$ cat src/rtl/barrel_unshifter.sv
// Inverse rotator: out[j] = in[(j + offset) mod N] over log2(N) stages, optional pipeline registers, valid/ready.
// Define BARREL_UNSHIFTER_OUTPUT_SKID_EN to add a 2-entry output skid buffer (+1 cycle, ready path fully registered).
module barrel_unshifter #(
  parameter type data_t          = logic [7:0],
  parameter int  NUM_ELEMENTS    = 8,
  parameter int  REGISTER_LEVELS = 0,
  parameter int  OFFSET_WIDTH    = (NUM_ELEMENTS > 1) ? $clog2(NUM_ELEMENTS) : 1
) (
  input  logic                                  clk,
  input  logic                                  rst_n,
  input  logic [OFFSET_WIDTH-1:0]               offset,
  input  logic [NUM_ELEMENTS*$bits(data_t)-1:0] in_data,
  input  logic [NUM_ELEMENTS-1:0]               in_keep,
  input  logic                                  in_last,
  input  logic                                  in_valid,
  output logic                                  in_ready,
  output logic [NUM_ELEMENTS*$bits(data_t)-1:0] out_data,
  output logic [NUM_ELEMENTS-1:0]               out_keep,
  output logic                                  out_last,
  output logic                                  out_valid,
  input  logic                                  out_ready
);
  localparam int W  = $bits(data_t);
  localparam int N  = NUM_ELEMENTS;
  localparam int DW = N * W;
  localparam int S  = $clog2(N);
  localparam int OW = (S > 0) ? S : 1;
  localparam int R  = (REGISTER_LEVELS < S) ? REGISTER_LEVELS : S;
  localparam int G  = (R > 0) ? (S + R - 1) / R : 1;

  if (N < 1 || (N & (N - 1)) != 0) begin : g_bad_n
    $error("barrel_unshifter: NUM_ELEMENTS must be a power of two");
  end

  logic [DW-1:0]            core_data;
  logic [N-1:0]             core_keep;
  logic                     core_last;
  logic                     core_vld;
  logic                     core_rdy;
  logic [OW-1:0]            reg_vld;
  logic [OW+OFFSET_WIDTH-1:0] off_ext;
  logic                     unused_bits;

  // Offset bits at or above S never reach a stage.
  assign off_ext     = {{OW{1'b0}}, offset};
  assign unused_bits = ^off_ext;

  // A level is ready when anything from it to the output can advance.
  assign in_ready = core_rdy | ~&reg_vld;

  for (genvar k = 0; k < S; k++) begin : g_stage
    logic [DW-1:0] d_in, d_rot, d_out;
    logic [N-1:0]  k_in, k_rot, k_out;
    logic [OW-1:0] o_in, o_out;
    logic          l_in, l_out, v_in, v_out;

    if (k == 0) begin : g_first
      assign d_in = in_data;
      assign k_in = in_keep;
      assign o_in = off_ext[OW-1:0];
      assign l_in = in_last;
      assign v_in = in_valid;
    end else begin : g_next
      assign d_in = g_stage[k-1].d_out;
      assign k_in = g_stage[k-1].k_out;
      assign o_in = g_stage[k-1].o_out;
      assign l_in = g_stage[k-1].l_out;
      assign v_in = g_stage[k-1].v_out;
    end

    always_comb begin
      d_rot = d_in;
      k_rot = k_in;
      if (o_in[k]) begin
        for (int j = 0; j < N; j++) begin
          d_rot[j*W +: W] = d_in[((j + (1 << k)) % N)*W +: W];
          k_rot[j]        = k_in[(j + (1 << k)) % N];
        end
      end
    end

    if (R > 0 && ((k + 1) % G) == 0) begin : g_reg
      logic [DW-1:0] d_q;
      logic [N-1:0]  k_q;
      logic [OW-1:0] o_q;
      logic          l_q, v_q;
      logic          rdy;

      assign rdy = core_rdy | ~&reg_vld[S-1:k];

      always_ff @(posedge clk or negedge rst_n) begin
        if (!rst_n) begin
          d_q <= '0;
          k_q <= '0;
          o_q <= '0;
          l_q <= 1'b0;
          v_q <= 1'b0;
        end else if (rdy) begin
          v_q <= v_in;
          if (v_in) begin
            d_q <= d_rot;
            k_q <= k_rot;
            o_q <= o_in;
            l_q <= l_in;
          end
        end
      end

      assign d_out      = d_q;
      assign k_out      = k_q;
      assign o_out      = o_q;
      assign l_out      = l_q;
      assign v_out      = v_q;
      assign reg_vld[k] = v_q;
    end else begin : g_comb
      assign d_out      = d_rot;
      assign k_out      = k_rot;
      assign o_out      = o_in;
      assign l_out      = l_in;
      assign v_out      = v_in;
      assign reg_vld[k] = 1'b1;
    end
  end

  if (S > 0) begin : g_core
    logic unused_tail;
    assign core_data   = g_stage[S-1].d_out;
    assign core_keep   = g_stage[S-1].k_out;
    assign core_last   = g_stage[S-1].l_out;
    assign core_vld    = g_stage[S-1].v_out;
    assign unused_tail = ^g_stage[S-1].o_out;
  end else begin : g_pass
    assign core_data = in_data;
    assign core_keep = in_keep;
    assign core_last = in_last;
    assign core_vld  = in_valid;
    assign reg_vld   = '1;
  end

`ifdef BARREL_UNSHIFTER_OUTPUT_SKID_EN
  localparam int EW = DW + N + 1;
  logic [EW-1:0] sk_e0, sk_e1, sk_in;
  logic [1:0]    sk_cnt;
  logic          sk_push, sk_pop;

  // Ready depends only on the fill count, so out_ready never reaches in_ready.
  assign core_rdy = (sk_cnt != 2'd2);
  assign sk_in    = {core_last, core_keep, core_data};
  assign sk_push  = core_vld & core_rdy;
  assign sk_pop   = out_valid & out_ready;

  always_ff @(posedge clk or negedge rst_n) begin
    if (!rst_n) begin
      sk_e0  <= '0;
      sk_e1  <= '0;
      sk_cnt <= 2'd0;
    end else begin
      case ({sk_push, sk_pop})
        2'b10: begin
          if (sk_cnt == 2'd0) sk_e0 <= sk_in;
          else                sk_e1 <= sk_in;
          sk_cnt <= sk_cnt + 2'd1;
        end
        2'b01: begin
          sk_e0  <= sk_e1;
          sk_cnt <= sk_cnt - 2'd1;
        end
        2'b11:   sk_e0 <= sk_in;
        default: ;
      endcase
    end
  end

  assign out_valid = (sk_cnt != 2'd0);
  assign out_data  = sk_e0[DW-1:0];
  assign out_keep  = sk_e0[DW +: N];
  assign out_last  = sk_e0[EW-1];
`else
  assign core_rdy  = out_ready;
  assign out_valid = core_vld;
  assign out_data  = core_data;
  assign out_keep  = core_keep;
  assign out_last  = core_last;
`endif

endmodule
$ cat config.mk
export PLATFORM = sky130hd
export DESIGN_NAME = barrel_unshifter
export DESIGN_NICKNAME = d
export VERILOG_FILES = /design/src/rtl/barrel_unshifter.sv
export SDC_FILE = /design/constraint.sdc
export NUM_CORES = 1
export LEC_CHECK = 0
export CAP_MARGIN = 20
export CORE_ASPECT_RATIO = 1.2
export CORE_MARGIN = 4
export CORE_UTILIZATION = 44
export DETAILED_ROUTE_END_ITERATION = 8
export PLACE_DENSITY_LB_ADDON = 0.15
export SETUP_SLACK_MARGIN = 0.5
export SYNTH_ARGS = -nofsm -noshare
export SYNTH_HDL_FRONTEND = slang
export SYNTH_SLANG_ARGS = --single-unit
$ cat constraint.sdc
create_clock -name vclk -period 2.7
set_input_delay 0.54 -clock vclk [all_inputs]
set_output_delay 0.54 -clock vclk [all_outputs]
set_load 0.1 [all_outputs]
==> results.md, run 1 <==
* Initial Util at 46.1%
* Row count at 30
* Routability congestion estimate at 0.760
* Error: [ERROR DPL-0033] detailed placement checks failed during check placement.
* Hold_buf cts at 0
* Horiz. Die Dim at 79.1 um
* Number of buffers added on ports at 147
* DPL Wire Length at 8490 um
* Top Ports at 155
* PostCTS Resize Cnt at 149
* Sequential area share after synthesis at 0%
* Status: did not finish
* Failing step: 4_1_cts
* Pre-CTS WS at 0.0560 ns
* Synthesized net count at 251
* Post-CTS Setup Bufs at 15
* Mapped Cells at 171
* Synth Warn # at 0
* Syn avg cell area at 15.6 um^2
* Synth unique cells at 8
* Mapped Area at 2670 um^2
* Chip Height at 93.3 um
-- through the flow --
step / instances / util, % / cell area [um^2]
floorplan: 171 / - / 3000
global placement: 383 / 89.5 / 5180
detailed placement: 383 / 89.5 / 5180
-- Yosys cell counts (all sizes together) --
cell,n,area share [%]
clkbuf,8,1.1
mux4,72,61
mux2,72,30
buf,19,7.3
-- logic make-up after synthesis --
kind of cell | after synthesis | synth area share, %
muxes | 144 | 91.6
buffers and inverters | 27 | 8.40
==> run 2: changes to the inputs <==
Settings changed: CORE_ASPECT_RATIO 1.2 to default, CORE_UTILIZATION 44 to 34, SETUP_SLACK_MARGIN 0.5 to default.
==> run 2 against run 1 <==
The flow now finishes without violations. Synthesized cell count stayed put. Synthesized area stayed put.
==> results.md, run 2 <==
* Largest net degree at the start of global routing at 73
* Crit-path max FO at 24
* Hold Slack at 1.08 ns
* Antenna fix cells at 0
* Leak Pwr at 1.79 nW
* TNS Setup at 0 ns
* Vias at 2,295
* Routability congestion estimate at 0.767
* Synth unique cells at 8
* Status: finished, final reports clean
* Total wire length at 7880 um
* Mapped Area at 2670 um^2
* RSZ-0062 raised after global routing: no
* Fmax at 0.387 GHz
* Row count at 32
* Net Sw Power at 0.00140 W
* Max cap viols at 0
* Sequential area share after synthesis at 0%
* Period utilization at 95.8%
* Final min period at 2.59 ns
* Area Growth Syn to Fin at 82.8%
* Worst Setup Start Kind: primary input
* Syn avg cell area at 15.6 um^2
* Drt first pass iters at 4
* Worst Path Class, Setup: primary input to output port
* CP arrival at 2.05 ns
* Critical Path End Type: output port
* FF+latch count at 0
* Min-Delay Path Class: primary input to output port
* Number of buffers added on ports at 147
* Pre-CTS WS at 0.100 ns
* Final worst slack at 0.113 ns
* CP cell instances: buf_4 > buf_12 > mux4_1 > mux2_2 > buf_12
* Filler instances at 583
* WL per Instance at 19.7 um
* Drt drc at 0
* Cell with the most instances after synthesis: mux2_2
* Setup violators final at 0
* Commonest cells in the netlist: 72 x mux2_2, 69 x mux4_2, 8 x clkbuf_1
* Final Util at 63.4%
* Clk_buf instances at 0
* Worst path max stage delay at 0.59 ns
* Worst slew margin at 75.0%
* First-pass GRT wire length at 12,400 um
* Vias in the first global route at 2,463
* Clock share of power at 0%
* Hold_buf cts at 0
* Final hold violation count at 0
* Worst-Margin Slew at 0.375 ns
* Seq pwr share at 0%
* Nets at 381
* Int Pwr at 0.000931 W
* Post-synth top area cell: mux4_2
* Pwr per Cell Area at 479 nW/um^2
* Share of cells above drive strength 1 at 74.9%
* Global route overflow at 0
* Synth Warn # at 0
* Mapped Cells at 171
* Share of the synthesized area in the top cell type at 58.3%
* WP data required at 2.16 ns
* Sw Share at 60.1%
* Final-report max-slew violation count at 0
* Horiz. Die Dim at 96.6 um
* Core area at 7690 um^2
* Storage cell area at 0 um^2
* Antenna Nets Post-Route at 0
* DPL Wire Length at 6560 um
* Initial Util at 34.7%
* Critical path's most frequent cell: buf_12
* Vias per cell at 5.72
* CP max-delay cell: mux4_1
* Worst-case vdd ir drop at 326 uV
* Commonest non-fill, non-tap cell in the layout: buf_12
* Die ar. at 9330 um^2
* Initial antenna violation count at 0
* Dominant cells by area after synthesis: mux4_2 58%, mux2_2 30%, buf_12 3.0%
* Global Route Usage Sum at 16.5%
* PostCTS Resize Cnt at 0
* Share of total power in combinational logic at 100.0%
* Initial DRC Count at 41
* Chip Height at 96.6 um
* Commonest non-fill, non-tap cells in the layout: 77 x buf_12, 72 x mux2_2, 72 x clkdlybuf4s50_1, 69 x mux4_2, 5 x buf_4
* Top Ports at 155
* Synthesized net count at 251
* Post-CTS Setup Bufs at 0
-- run 2: final cells by class --
class / count / area, um^2 / area share [%]
Multi-Input combinational cell: 144 / 2440 / 50.1
Tap cell: 102 / 128 / 2.62
Timing Repair Buffer: 155 / 2300 / 47.3
-- run 2: worst paths after layout --
check  startpoint      endpoint  slack, ns  depth (start not counted)
max     offset[1]  out_data[63]       0.11                          5
min       in_last      out_last       1.08                          0
-- run 2: power by group through the flow --
| stage | logic (W) | registers [W] | clock network [W] |
|---|---|---|---|
| 2_1_floorplan | 0.00151 | 0 | 0 |
| 3_3_place_gp | 0.00233 | 0 | 0 |
| 3_5_place_dp | 0.00234 | 0 | 0 |
| 4_1_cts | 0.00235 | 0 | 0 |
| 5_1_grt | 0.00241 | 0 | 0 |
| 6_report | 0.00233 | 0 | 0 |
-- run 2: metrics by stage --
stage                     power [W]  cells  cell area [um^2]
after floorplan             0.00151    171              2670
after detailed placement    0.00234    401              4880
after global routing        0.00241    401              4880
after CTS                   0.00235    401              4880
final                       0.00233    401              4880
after global placement      0.00233    401              4880
-- run 2: worst max-delay path, delay by kind of cell --
| kind | cells | cell delay [ns] |
|---|---|---|
| muxes | 2 | 0.90 |
| buffers and inverters | 3 | 0.59 |
-- run 2: layer usage --
metal  up-vias  wire, um  GRT usage (%)
li1       1040         -              -
met1      1167      2860           21.1
met2        88      4270           30.0
met3         0       746           4.18
met4         0         0          0.117
met5         -         0              0
-- run 2: kinds of logic (layout without fill, tap and decap cells) --
family	count (synthesis)	in the layout	synth area share [%]
multiplexers	144	144	91.6
buffers and inverters	27	155	8.40
No activity file was read; power rests on OpenSTA's default activity.
==> run 3: changes to the inputs <==
Settings changed: ABC_AREA from default to 1, CORE_UTILIZATION 34 to 44.
==> run 3 against run 2 <==
Design area decreased by 2.1%. Combinational power is 10% lower. Synthesized area is 0.38% higher. Utilization is 17 points higher. Synthesized cell count rose to 3.2 times the previous value. Count of clock-buffer cells in the layout unchanged. Global-route usage grew 11 points. Largest cell class unchanged.
==> results.md, run 3 <==
* Syn avg cell area at 4.82 um^2
* Initial Util at 45.2%
* Min-Delay Path Class: primary input to output port
* Global Route Usage Sum at 27.8%
* Hold_buf cts at 0
* Int Pwr at 0.000714 W
* Max cap viols at 0
* Commonest cells in the netlist: 288 x nand3_1, 176 x nand2_1, 40 x nand2_2
* FF+latch count at 0
* Largest net degree at the start of global routing at 73
* Critical path's most frequent cell: nand3_1
* Dominant cells by area after synthesis: nand3_1 54%, nand2_1 25%, nand2_2 9.3%
* Final hold violation count at 0
* Post-synth top area cell: nand3_1
* Commonest non-fill, non-tap cell in the layout: nand3_1
* Crit-path max FO at 72
* CP max-delay cell: buf_4
* Die ar. at 7400 um^2
* Synthesized net count at 635
* Post-Layout Cell Count at 739
* Row count at 28
* DPL Wire Length at 8270 um
* Worst path max stage delay at 0.59 ns
* Worst Setup Start Kind: primary input
* CP arrival at 1.99 ns
* Cell with the most instances after synthesis: nand3_1
* Drt first pass iters at 5
* RSZ-0062 raised after global routing: no
* Setup violators final at 0
* Drt drc at 0
* Vias per cell at 6.00
* Hold Slack at 1.08 ns
* Final worst slack at 0.169 ns
* Worst Path Class, Setup: primary input to output port
* Number of buffers added on ports at 147
* Synth unique cells at 11
* CP delay by family, top: buffers and inverters
* Core area at 5920 um^2
* Share of the synthesized area in the top cell type at 53.8%
* Period utilization at 93.7%
* Storage cell area at 0 um^2
* Pwr per Cell Area at 439 nW/um^2
* Synth Warn # at 0
* Mapped Cells at 555
* Initial DRC Count at 465
* Worst-Margin Slew at 0.737 ns
* WP data required at 2.16 ns
* Net Sw Power at 0.00138 W
* Routability congestion estimate at 0.899
* Pre-CTS WS at 0.250 ns
* Worst slew margin at 50.9%
* Antenna Nets Post-Route at 0
* Vias at 4,434
* Post-CTS Setup Bufs at 0
* Vias in the first global route at 4,090
* Sequential area share after synthesis at 0%
* Final min period at 2.53 ns
* Final-report max-slew violation count at 0
* Global route overflow at 0
* Clock share of power at 0%
* Fmax at 0.395 GHz
* Top Ports at 155
* Status: finished, final reports clean
* Horiz. Die Dim at 86.0 um
* CP bufs+invs at 3
* Chip Height at 86.0 um
* Critical Path End Type: output port
* Total wire length at 10,800 um
* Leak Pwr at 2.28 nW
* # placed instances at 738
* Worst-case vdd ir drop at 315 uV
* PostCTS Resize Cnt at 0
* Sw Share at 65.9%
* WL per Instance at 14.6 um
* Share of cells above drive strength 1 at 19.2%
* Commonest non-fill, non-tap cells in the layout: 288 x nand3_1, 176 x nand2_1, 77 x buf_12, 72 x clkdlybuf4s50_1, 40 x nand2_2
* First-pass GRT wire length at 17,900 um
* CP cell instances: buf_2 > buf_4 > nand3_1 > nand3_1 > nand2_1 > buf_12
* Mapped Area at 2680 um^2
* Share of total power in combinational logic at 100.0%
* TNS Setup at 0 ns
* Clk_buf instances at 0
* Initial antenna violation count at 1
* Area Growth Syn to Fin at 78.3%
* Seq pwr share at 0%
* Nets at 745
-- run 3: cell types whose count changed after synthesis, moves of 16 or more --
cell     change
nand2_1    +176
mux2_2      -72
nand2_2     +40
mux4_2      -69
buf_2       +16
nand3_1    +288
-- run 3: routing by layer --
layer / wire length (um) / global-route usage [%] / vias up
met1: 4080 / 33.4 / 2014
met2: 5550 / 52.2 / 262
met5: 0 / 0 / -
met4: 146 / 4.17 / 0
li1: - / - / 2142
met3: 1050 / 4.61 / 16
-- run 3: logic make-up (layout without fill, tap and decap cells) --
family / Yosys count / in the layout / synth area share, %
simple gates: 504 / 504 / 87.9
buf+inv: 51 / 159 / 12.1
other cells: 0 / 1 / 0
-- run 3: worst paths after layout --
path  startpoint            to  slack (ns)  cells after the start
max    offset[1]  out_data[44]        0.17                      6
min      in_last      out_last        1.08                      0
-- run 3: layout make-up --
| type | count | area, um^2 |
|---|---|---|
| multi-input combinational | 504 | 2350 |
| timing repair buffer | 156 | 2310 |
| fill | 415 | 1150 |
| tap | 75 | 93.8 |
| inverter | 3 | 18.8 |
| antenna | 1 | 2.50 |
-- run 3: power groups by stage --
stage	registers [W]	logic [W]	clock network (W)
6_report	0	0.00209	0.0000000000495
2_1_floorplan	0	0.00134	0
5_1_grt	0	0.00218	0.0000000000495
3_5_place_dp	0	0.00209	0
4_1_cts	0	0.00209	0
3_3_place_gp	0	0.00206	0
-- run 3: through the flow --
stage	cell area (um^2)	power, W	util (%)
2_1_floorplan	2680	0.00134	-
3_3_place_gp	4770	0.00206	80.6
3_5_place_dp	4770	0.00209	80.6
4_1_cts	4770	0.00209	80.6
5_1_grt	4770	0.00218	80.6
6_report	4770	0.00209	80.6
==> run 4: changes to the inputs <==
Settings changed: SKIP_LAST_GASP from default to 1.
==> results of run 4 <==
The final DEF is identical to that of run 3; final timing and power are the same.
